**src/rtl/cmp_pkg.sv**
```systemverilog
// Shared types and funct3 encodings for the execute-stage comparator arbiter.
package cmp_pkg;

    typedef enum logic [1:0] {
        IDLE = 2'd0,
        EVAL = 2'd1,
        RESP = 2'd2
    } cmp_state_e;

    typedef enum logic {
        OWN_BR  = 1'b0,
        OWN_SLT = 1'b1
    } cmp_owner_e;

    localparam int unsigned F3_W = 3;

    localparam logic [F3_W-1:0] F3_BEQ  = 3'b000;
    localparam logic [F3_W-1:0] F3_BNE  = 3'b001;
    localparam logic [F3_W-1:0] F3_BLT  = 3'b100;
    localparam logic [F3_W-1:0] F3_BGE  = 3'b101;
    localparam logic [F3_W-1:0] F3_BLTU = 3'b110;
    localparam logic [F3_W-1:0] F3_BGEU = 3'b111;

    // 010 and 011 have no branch meaning
    function automatic logic f3_illegal(input logic [F3_W-1:0] f3);
        return f3[2:1] == 2'b01;
    endfunction

endpackage

```
**src/rtl/brcomp.sv**
```systemverilog
// Equality and less-than comparator with selectable signedness.
module brcomp #(
    parameter int unsigned n = 32
) (
    input  logic         clk_i,
    input  logic [n-1:0] a,
    input  logic [n-1:0] b,
    input  logic         br_signed,
    output logic         br_eq,
    output logic         br_less
);

    always_comb begin
        br_eq   = (a == b);
        br_less = br_signed ? ($signed(a) < $signed(b)) : (a < b);
    end

    // Signedness must always be a resolved level when the result is captured
    assert property (@(posedge clk_i) !$isunknown(br_signed));

endmodule

```
**src/rtl/cmp_arbiter.sv**
```systemverilog
// Round-robin arbiter sharing one comparator between the branch unit and the SLT path.
module cmp_arbiter
    import cmp_pkg::*;
#(
    parameter int unsigned n = 32
) (
    input  logic         clk_i,
    input  logic         rst_ni,
    input  logic         flush_i,
    input  logic         br_req_valid_i,
    output logic         br_req_ready_o,
    input  logic [n-1:0] br_rs1_i,
    input  logic [n-1:0] br_rs2_i,
    input  logic [2:0]   br_funct3_i,
    output logic         br_rsp_valid_o,
    input  logic         br_rsp_ready_i,
    output logic         br_taken_o,
    output logic         br_illegal_o,
    input  logic         slt_req_valid_i,
    output logic         slt_req_ready_o,
    input  logic [n-1:0] slt_a_i,
    input  logic [n-1:0] slt_b_i,
    input  logic         slt_signed_i,
    output logic         slt_rsp_valid_o,
    input  logic         slt_rsp_ready_i,
    output logic         slt_less_o,
    output logic         busy_o
);

    cmp_state_e      state;
    cmp_owner_e      owner;
    logic            last_slt;
    logic [n-1:0]    op_a;
    logic [n-1:0]    op_b;
    logic            signed_q;
    logic [F3_W-1:0] funct3_q;

    logic br_cand;
    logic br_acc;
    logic slt_acc;
    logic cmp_eq;
    logic cmp_less;
    logic taken_c;

    // A flush masks the branch request before arbitration
    assign br_cand = br_req_valid_i && !flush_i;

    always_comb begin
        br_req_ready_o  = 1'b0;
        slt_req_ready_o = 1'b0;
        if (rst_ni && state == IDLE) begin
            if (br_cand && slt_req_valid_i) begin
                br_req_ready_o  = last_slt;
                slt_req_ready_o = !last_slt;
            end else begin
                br_req_ready_o  = br_cand;
                slt_req_ready_o = slt_req_valid_i;
            end
        end
    end

    assign br_acc  = br_req_valid_i && br_req_ready_o;
    assign slt_acc = slt_req_valid_i && slt_req_ready_o;

    brcomp #(.n(n)) u_brcomp (
        .clk_i     (clk_i),
        .a         (op_a),
        .b         (op_b),
        .br_signed (signed_q),
        .br_eq     (cmp_eq),
        .br_less   (cmp_less)
    );

    always_comb begin
        taken_c = 1'b0;
        case (funct3_q)
            F3_BEQ:  taken_c = cmp_eq;
            F3_BNE:  taken_c = !cmp_eq;
            F3_BLT:  taken_c = cmp_less;
            F3_BGE:  taken_c = !cmp_less;
            F3_BLTU: taken_c = cmp_less;
            F3_BGEU: taken_c = !cmp_less;
            default: taken_c = 1'b0;
        endcase
    end

    always_ff @(posedge clk_i) begin
        if (!rst_ni) begin
            state           <= IDLE;
            owner           <= OWN_BR;
            last_slt        <= 1'b1;
            op_a            <= '0;
            op_b            <= '0;
            signed_q        <= 1'b0;
            funct3_q        <= F3_BEQ;
            br_rsp_valid_o  <= 1'b0;
            br_taken_o      <= 1'b0;
            br_illegal_o    <= 1'b0;
            slt_rsp_valid_o <= 1'b0;
            slt_less_o      <= 1'b0;
            busy_o          <= 1'b0;
        end else begin
            case (state)
                IDLE: begin
                    if (br_acc) begin
                        state    <= EVAL;
                        owner    <= OWN_BR;
                        last_slt <= 1'b0;
                        op_a     <= br_rs1_i;
                        op_b     <= br_rs2_i;
                        signed_q <= !br_funct3_i[1];
                        funct3_q <= br_funct3_i;
                        busy_o   <= 1'b1;
                    end else if (slt_acc) begin
                        state    <= EVAL;
                        owner    <= OWN_SLT;
                        last_slt <= 1'b1;
                        op_a     <= slt_a_i;
                        op_b     <= slt_b_i;
                        signed_q <= slt_signed_i;
                        busy_o   <= 1'b1;
                    end
                end
                EVAL: begin
                    if (owner == OWN_BR && flush_i) begin
                        state  <= IDLE;
                        busy_o <= 1'b0;
                    end else begin
                        state <= RESP;
                        if (owner == OWN_BR) begin
                            br_rsp_valid_o <= 1'b1;
                            br_taken_o     <= taken_c;
                            br_illegal_o   <= f3_illegal(funct3_q);
                        end else begin
                            slt_rsp_valid_o <= 1'b1;
                            slt_less_o      <= cmp_less;
                        end
                    end
                end
                RESP: begin
                    // Flush wins over a same-cycle branch handshake
                    if (owner == OWN_BR) begin
                        if (flush_i || br_rsp_ready_i) begin
                            state          <= IDLE;
                            busy_o         <= 1'b0;
                            br_rsp_valid_o <= 1'b0;
                            br_taken_o     <= 1'b0;
                            br_illegal_o   <= 1'b0;
                        end
                    end else if (slt_rsp_ready_i) begin
                        state           <= IDLE;
                        busy_o          <= 1'b0;
                        slt_rsp_valid_o <= 1'b0;
                        slt_less_o      <= 1'b0;
                    end
                end
                default: begin
                    state  <= IDLE;
                    busy_o <= 1'b0;
                end
            endcase
        end
    end

endmodule

```
**config.mk**
```make
export PLATFORM = sky130hd
export DESIGN_NAME = cmp_arbiter
export DESIGN_NICKNAME = d
export VERILOG_FILES = /design/src/rtl/cmp_pkg.sv /design/src/rtl/brcomp.sv /design/src/rtl/cmp_arbiter.sv
export SDC_FILE = /design/constraint.sdc
export NUM_CORES = 1
export LEC_CHECK = 0
export BUFFER_PORTS_ARGS = -buffer_cell sky130_fd_sc_hd__buf_2
export CORE_MARGIN = 1.5
export CORE_UTILIZATION = 46
export CTS_CLUSTER_DIAMETER = 80
export DETAILED_ROUTE_END_ITERATION = 6
export PLACE_DENSITY_LB_ADDON = 0.15
export SYNTH_ARGS = -nofsm -noshare
export SYNTH_HDL_FRONTEND = slang
export SYNTH_SLANG_ARGS = --single-unit
export TNS_END_PERCENT = 30
```
**constraint.sdc**
```tcl
create_clock -name clk_i -period 2 [get_ports clk_i]
set_input_delay 0.1 -clock clk_i [delete_from_list [all_inputs] [get_ports clk_i]]
set_output_delay 0.1 -clock clk_i [all_outputs]
set_load 0.005 [all_outputs]
```
# ---- After elaboration in Yosys (flattened, before gate mapping)
# Index checks and enable logic that the tools add are counted.
# Widths: inputs -> output; s select.
dict set report op_classes {
  order_cmp 2
  eq_ne 20
  n_mux 44
  n_bitwise 1
  reduce_logical 24
}
# cell n
set op_table {}
lappend op_table {{$mux 32} 4}
lappend op_table {{$lt 32x32->1} 2}
lappend op_table {{$eq 32x32->1} 1}
lappend op_table {{$mux 1} 26}
lappend op_table {{$ne 2x2->1 const B} 8}
lappend op_table {{$eq 3x3->1 const B} 4}
lappend op_table {{$mux 2} 6}
lappend op_table {{$pmux 1 s2} 5}
lappend op_table {{$reduce_and 5->1} 2}
lappend op_table {{$ne 3x3->1 const B} 3}
lappend op_table {{$logic_and 1x1->1} 6}
lappend op_table {{$pmux 2 s3} 1}
lappend op_table {{$logic_not 1->1} 5}
lappend op_table {{$eq 2x1->1 const B} 2}
lappend op_table {{$pmux 1 s4} 1}
lappend op_table {{$reduce_and 2->1} 2}
lappend op_table {{$reduce_and 4->1} 1}
lappend op_table {{$reduce_bool 2->1} 2}
lappend op_table {{$reduce_or 2->1} 2}
lappend op_table {{$eq 3x1->1 const B} 1}
lappend op_table {{$logic_not 3->1} 1}
lappend op_table {{$pmux 1 s3} 1}
lappend op_table {{$reduce_and 3->1} 1}
lappend op_table {{$eq 2x2->1 const B} 1}
lappend op_table {{3 further kinds} 3}
dict set report totals {
  reg_bits 78
  out_inout_bits 8
  word_cells 104
}

# ---- Logic depth before layout (Yosys ltp)
dict set report logic_depth {
  ltp_word 9
  mapped_depth 9
  ltp_nobuf 9
}

# ---- Modules after synthesis
# From an unflattened synthesis, not the netlist that was laid out.
dict set report unflattened {
  hier_cells 550
  area_unflattened_um2 4209.0
}
# module n_inst cells_per_inst area_per_inst_um2
set by_module_without_submodules {}
lappend by_module_without_submodules {cmp_arbiter 1 437 3390.8}
lappend by_module_without_submodules {brcomp 1 113 818.3}

# ---- Worst setup path before layout
# No wires, ideal clock.
dict set report synth_timing {
  kind {flip-flop to flip-flop}
  startpoint {reg op_b[27]}
  endpoint {reg br_taken_o}
  setup_ns 0.128
  arrival_ns 1.876
  required_time_ns 1.872
  slack_ns -0.004
  path_stages_with_launch 9
  n_path_buf 0
  synth_period_minus_slack_ns 2.004
  path_cell_list {dfxtp_1 > inv_1 > ha_1 > nand4_1 > nor4_4 > nor3b_2 > a21oi_1 > a2111oi_0 > o41ai_1}
}
dict set report synth_between {
  elab_chain_len 7
  word_cells_on_any_way 10
  classes_between {order compare (2); eq/ne (1); mux (5); reduce/logical (2)}
}
# element line
set synth_rtl {}
lappend synth_rtl {{from (decl)} cmp_arbiter.sv:34} ;# logic [n-1:0] op_b;
lappend synth_rtl {{from (signal assigned)} cmp_arbiter.sv:110} ;# op_b <= br_rs2_i;
lappend synth_rtl {{from (signal assigned)} cmp_arbiter.sv:119} ;# op_b <= slt_b_i;
lappend synth_rtl {{$lt 32x32->1} brcomp.sv:15} ;# br_less = br_signed ? ($signed(a) < $signed(b)) : (a < b);
lappend synth_rtl {{$mux 1} brcomp.sv:15}
lappend synth_rtl {{$logic_not 1->1} {cmp_arbiter.sv:80, cmp_arbiter.sv:82}}
lappend synth_rtl {{$pmux 1 s4 (*)} cmp_arbiter.sv:76} ;# case (funct3_q)
lappend synth_rtl {{$mux 1 (*)} cmp_arbiter.sv:130} ;# if (owner == OWN_BR) begin
lappend synth_rtl {{$mux 1 (*)} cmp_arbiter.sv:125} ;# if (owner == OWN_BR && flush_i) begin
lappend synth_rtl {{$pmux 1 s2 (*)} cmp_arbiter.sv:103} ;# case (state)
lappend synth_rtl {{to (signal assigned)} cmp_arbiter.sv:132} ;# br_taken_o <= taken_c;
lappend synth_rtl {{to (decl)} cmp_arbiter.sv:17} ;# output logic br_taken_o,
# Every way passes the cells marked *; elsewhere a longest branch is shown, timed or not. The select of a mux whose other input is x is not followed.
# A chain may end at the register's enable or synchronous reset.

# ---- Final worst setup path
dict set report layout_timing {
  startpoint {reg op_b[31]}
  endpoint {reg br_taken_o}
}
# Same word-level chain as after synthesis.

==> impl_metrics.ini <==
[outcome]
status = finished with violations
violations = negative setup slack

[final_layout]
drive_above_1_share = 0.350
post-route-util = 0.671
fin_cells = 828
synthToLayoutAreaGrowth_pct = 40.1
final_cell_mix = 154 x nand2_1, 146 x buf_2, 71 x nor2_1
stdcell_area_um2 = 5880
layout_commonest_cell = nand2_1
final_nets = 886
antenna_cells = 0

[floorplan]
die_area_um2 = 9710
io-pin-count = 147
die_w_um = 98.5
dieHeight_um = 98.5
core_um2 = 8760
start_util = 0.479
row_count = 34

[worst_setup_path]
path_cells = inv_1 -> ha_4 -> nand4_4 -> nor4_4 -> nor3b_4 -> a21oi_2 -> a2111oi_2 -> o41ai_2
path_class = reg -> reg
critPathCapture = br_taken_o
cp_slowest_cell = a2111oi_2
critPathArrivalTime_ns = 2.29
cp_num_cells = 8
worstRegToRegCells = 8
critical-path-top-delay-family = simple AND/OR/NAND/NOR gates
critPathLaunch = op_b[31]
rr_startpoint = op_b[31]
start_kind = register
worstPathMaxFanout = 3
reg2reg_to = br_taken_o
end_kind = register
timing.reg2reg.setup_slack_ns = -0.08
cpPeakStageDelay_ns = 0.39
cp.required_ns = 2.21
crit_buf_inv = 1

[clock_network]
clock_latency_ns = 0.34
cts_made_buffers = 9
clkTransAtPathRegs_ns = 0.08
cts_max_level = 3
ctsLongestPathBuffers = 2
clock-root-buffer = clkbuf_8
clock-sinks = 78
cts_tree = yes

[detailed_routing]
viasPerCell = 5.31
ant_nets = 0
route.detailed.drc = 0
drt-initial-drc-count = 150
finalWirelength_um = 11200
drtPass1Iterations = 4
wire_per_inst_um = 13.5
num_vias = 4393

[yosys]
synthesis.area_um2 = 4200
synth_cell_type_count = 42
synth_nets = 729
yosys_warnings = 0
synthCells = 558
yosysTopAreaCellShare = 0.372
synth_area_leaders = dfxtp_1 37%, nand2_1 14%, a311oi_1 13%
synth_area_per_cell_um2 = 7.52
synth_seq_area_share = 0.372
yosys_register_bits = 78
yosysTopAreaCell = dfxtp_1

[global_route]
grtUsageTotal = 0.228
grt_first_pass_wirelength_um = 18500
grt_pass1_vias = 4239
grt_antenna_before_repair = 0
gr-total-overflow = 0
grt_max_degree = 139

[place]
pre_cts_slack_ns = -0.301
io_buffers = 146
dpl.hpwl_um = 7410
globalplace.congestion = 0.888
placedCellCount = 792
placedInstanceArea_um2 = 5100

[sta]
period_needed_ns = 2.08
slew_violations = 0
post-route-period-util = 1.04
setup_tns_ns = -0.135
setup_viol = 2
setup_ws_ns = -0.0844
fin_skew_ns = 0.00766
rsz0062_at_grt = true
max_freq_mhz = 480
slew_headroom = 0.487
tightest_slew_ns = 0.769
hold_viol = 0

[power_and_ir_drop]
leakage_nw = 2.45
powerDensity_nw_per_um2 = 739
peakVddDrop_mv = 0.505

[worst_hold_path]
min_path_type = in -> reg

[run]
maxCapViolCount = 0
-- cells in the mapped netlist, drive strengths merged --
cell,instances
a221oi,2
o21ai,9
and2,2
o41ai,1
nor2b,3
a2111o,1
o211ai,2
nor2,71
nand4,8
a311oi,64
nor3b,2
o2111a,1
nand3,9
a2111oi,1
a211oi,1
clkbuf,27
ha,32
nand2,155
a32oi,1
o31a,1
nand3b,1
nor3,3
nand2b,4
or3,1
a21oi,24
a31oi,1
nor4,2
inv,38
and2b,1
o22ai,1
xnor2,1
buf,9
dfxtp,78
or2,1
-- area by class of cell --
| cell class | count | area, um2 |
|---|---|---|
| inverters | 38 | 143 |
| repair buffers | 182 | 1080 |
| multi-input cells | 406 | 2690 |
| clock inverters | 3 | 90.1 |
| fillers | 768 | 2880 |
| clock buffers | 13 | 159 |
| flip-flops and latches | 78 | 1590 |
| well taps | 108 | 135 |
-- what timing repair did --
item / CTS / global route
setup endpoints to repair: 2 / 2
pin swaps: 14 / 20
endpoints found under the hold margin: 16 / 0
gates resized for setup: 30 / 38
hold buffers: 16 / 0
buffers inserted: 1 / 3
-- where the power goes --
part,switching [mW],internal [mW],total [mW]
Clock,0.552,0.899,1.45
Combinational,0.566,0.557,1.12
Sequential,0.0927,1.68,1.78
Total,1.21,3.14,4.35
-- kinds of logic after synthesis --
| family | synth area share |
|---|---|
| and+or+nand+nor | 0.262 |
| AOI/OAI and AO/OA | 0.199 |
| DFF | 0.372 |
| buffers and inverters | 0.0692 |
| adders and majority gates | 0.0954 |
| xor gates and xnor gates | 0.00209 |
-- how the worst min path moves through the flow --
stage               cells past startpoint            from     endpoint  slack [ns]
finish                                  3      slt_b_i[9]      op_b[9]        0.01
detailed placement                      3  br_funct3_i[2]  funct3_q[2]        0.30
floorplan                               2  br_funct3_i[0]  funct3_q[0]        0.20
global placement                        3  br_funct3_i[2]  funct3_q[2]        0.28
global route                            3      slt_a_i[8]      op_a[8]        0.01
CTS                                     3      slt_b_i[9]      op_b[9]     0.00003
-- per-layer routing --
layer	up-vias	wire, um	global-route usage
li1	2259	-	-
met1	1996	5230	0.294
met2	130	5250	0.391
met3	8	621	0.0475
met4	0	96	0.0574
met5	-	0	0
-- worst reg2reg max path, delay by kind of cell, from the launching register on --
kind | cells | cell delay (ns)
buffers and inverters | 1 | 0.06
AOI/OAI and AO/OA | 3 | 0.56
and+or+nand+nor | 3 | 0.71
adders and majority gates | 1 | 0.28
DFF | 1 | 0.34
-- flip-flops by register name, indices dropped and copies added, names as in the netlist, 2 cells and up --
name      count
funct3_q      3
state         2
op_a         32
op_b         32
-- through the flow --
step | hold slack [ns] | power, mW
3_5_place_dp | 0.303 | 2.70
2_1_floorplan | 0.199 | 2.33
6_report | 0.0133 | 4.35
3_3_place_gp | 0.284 | 2.68
5_1_grt | 0.00955 | 4.59
4_1_cts | 0.0000285 | 4.27
(Power assumes the default switching activity.)
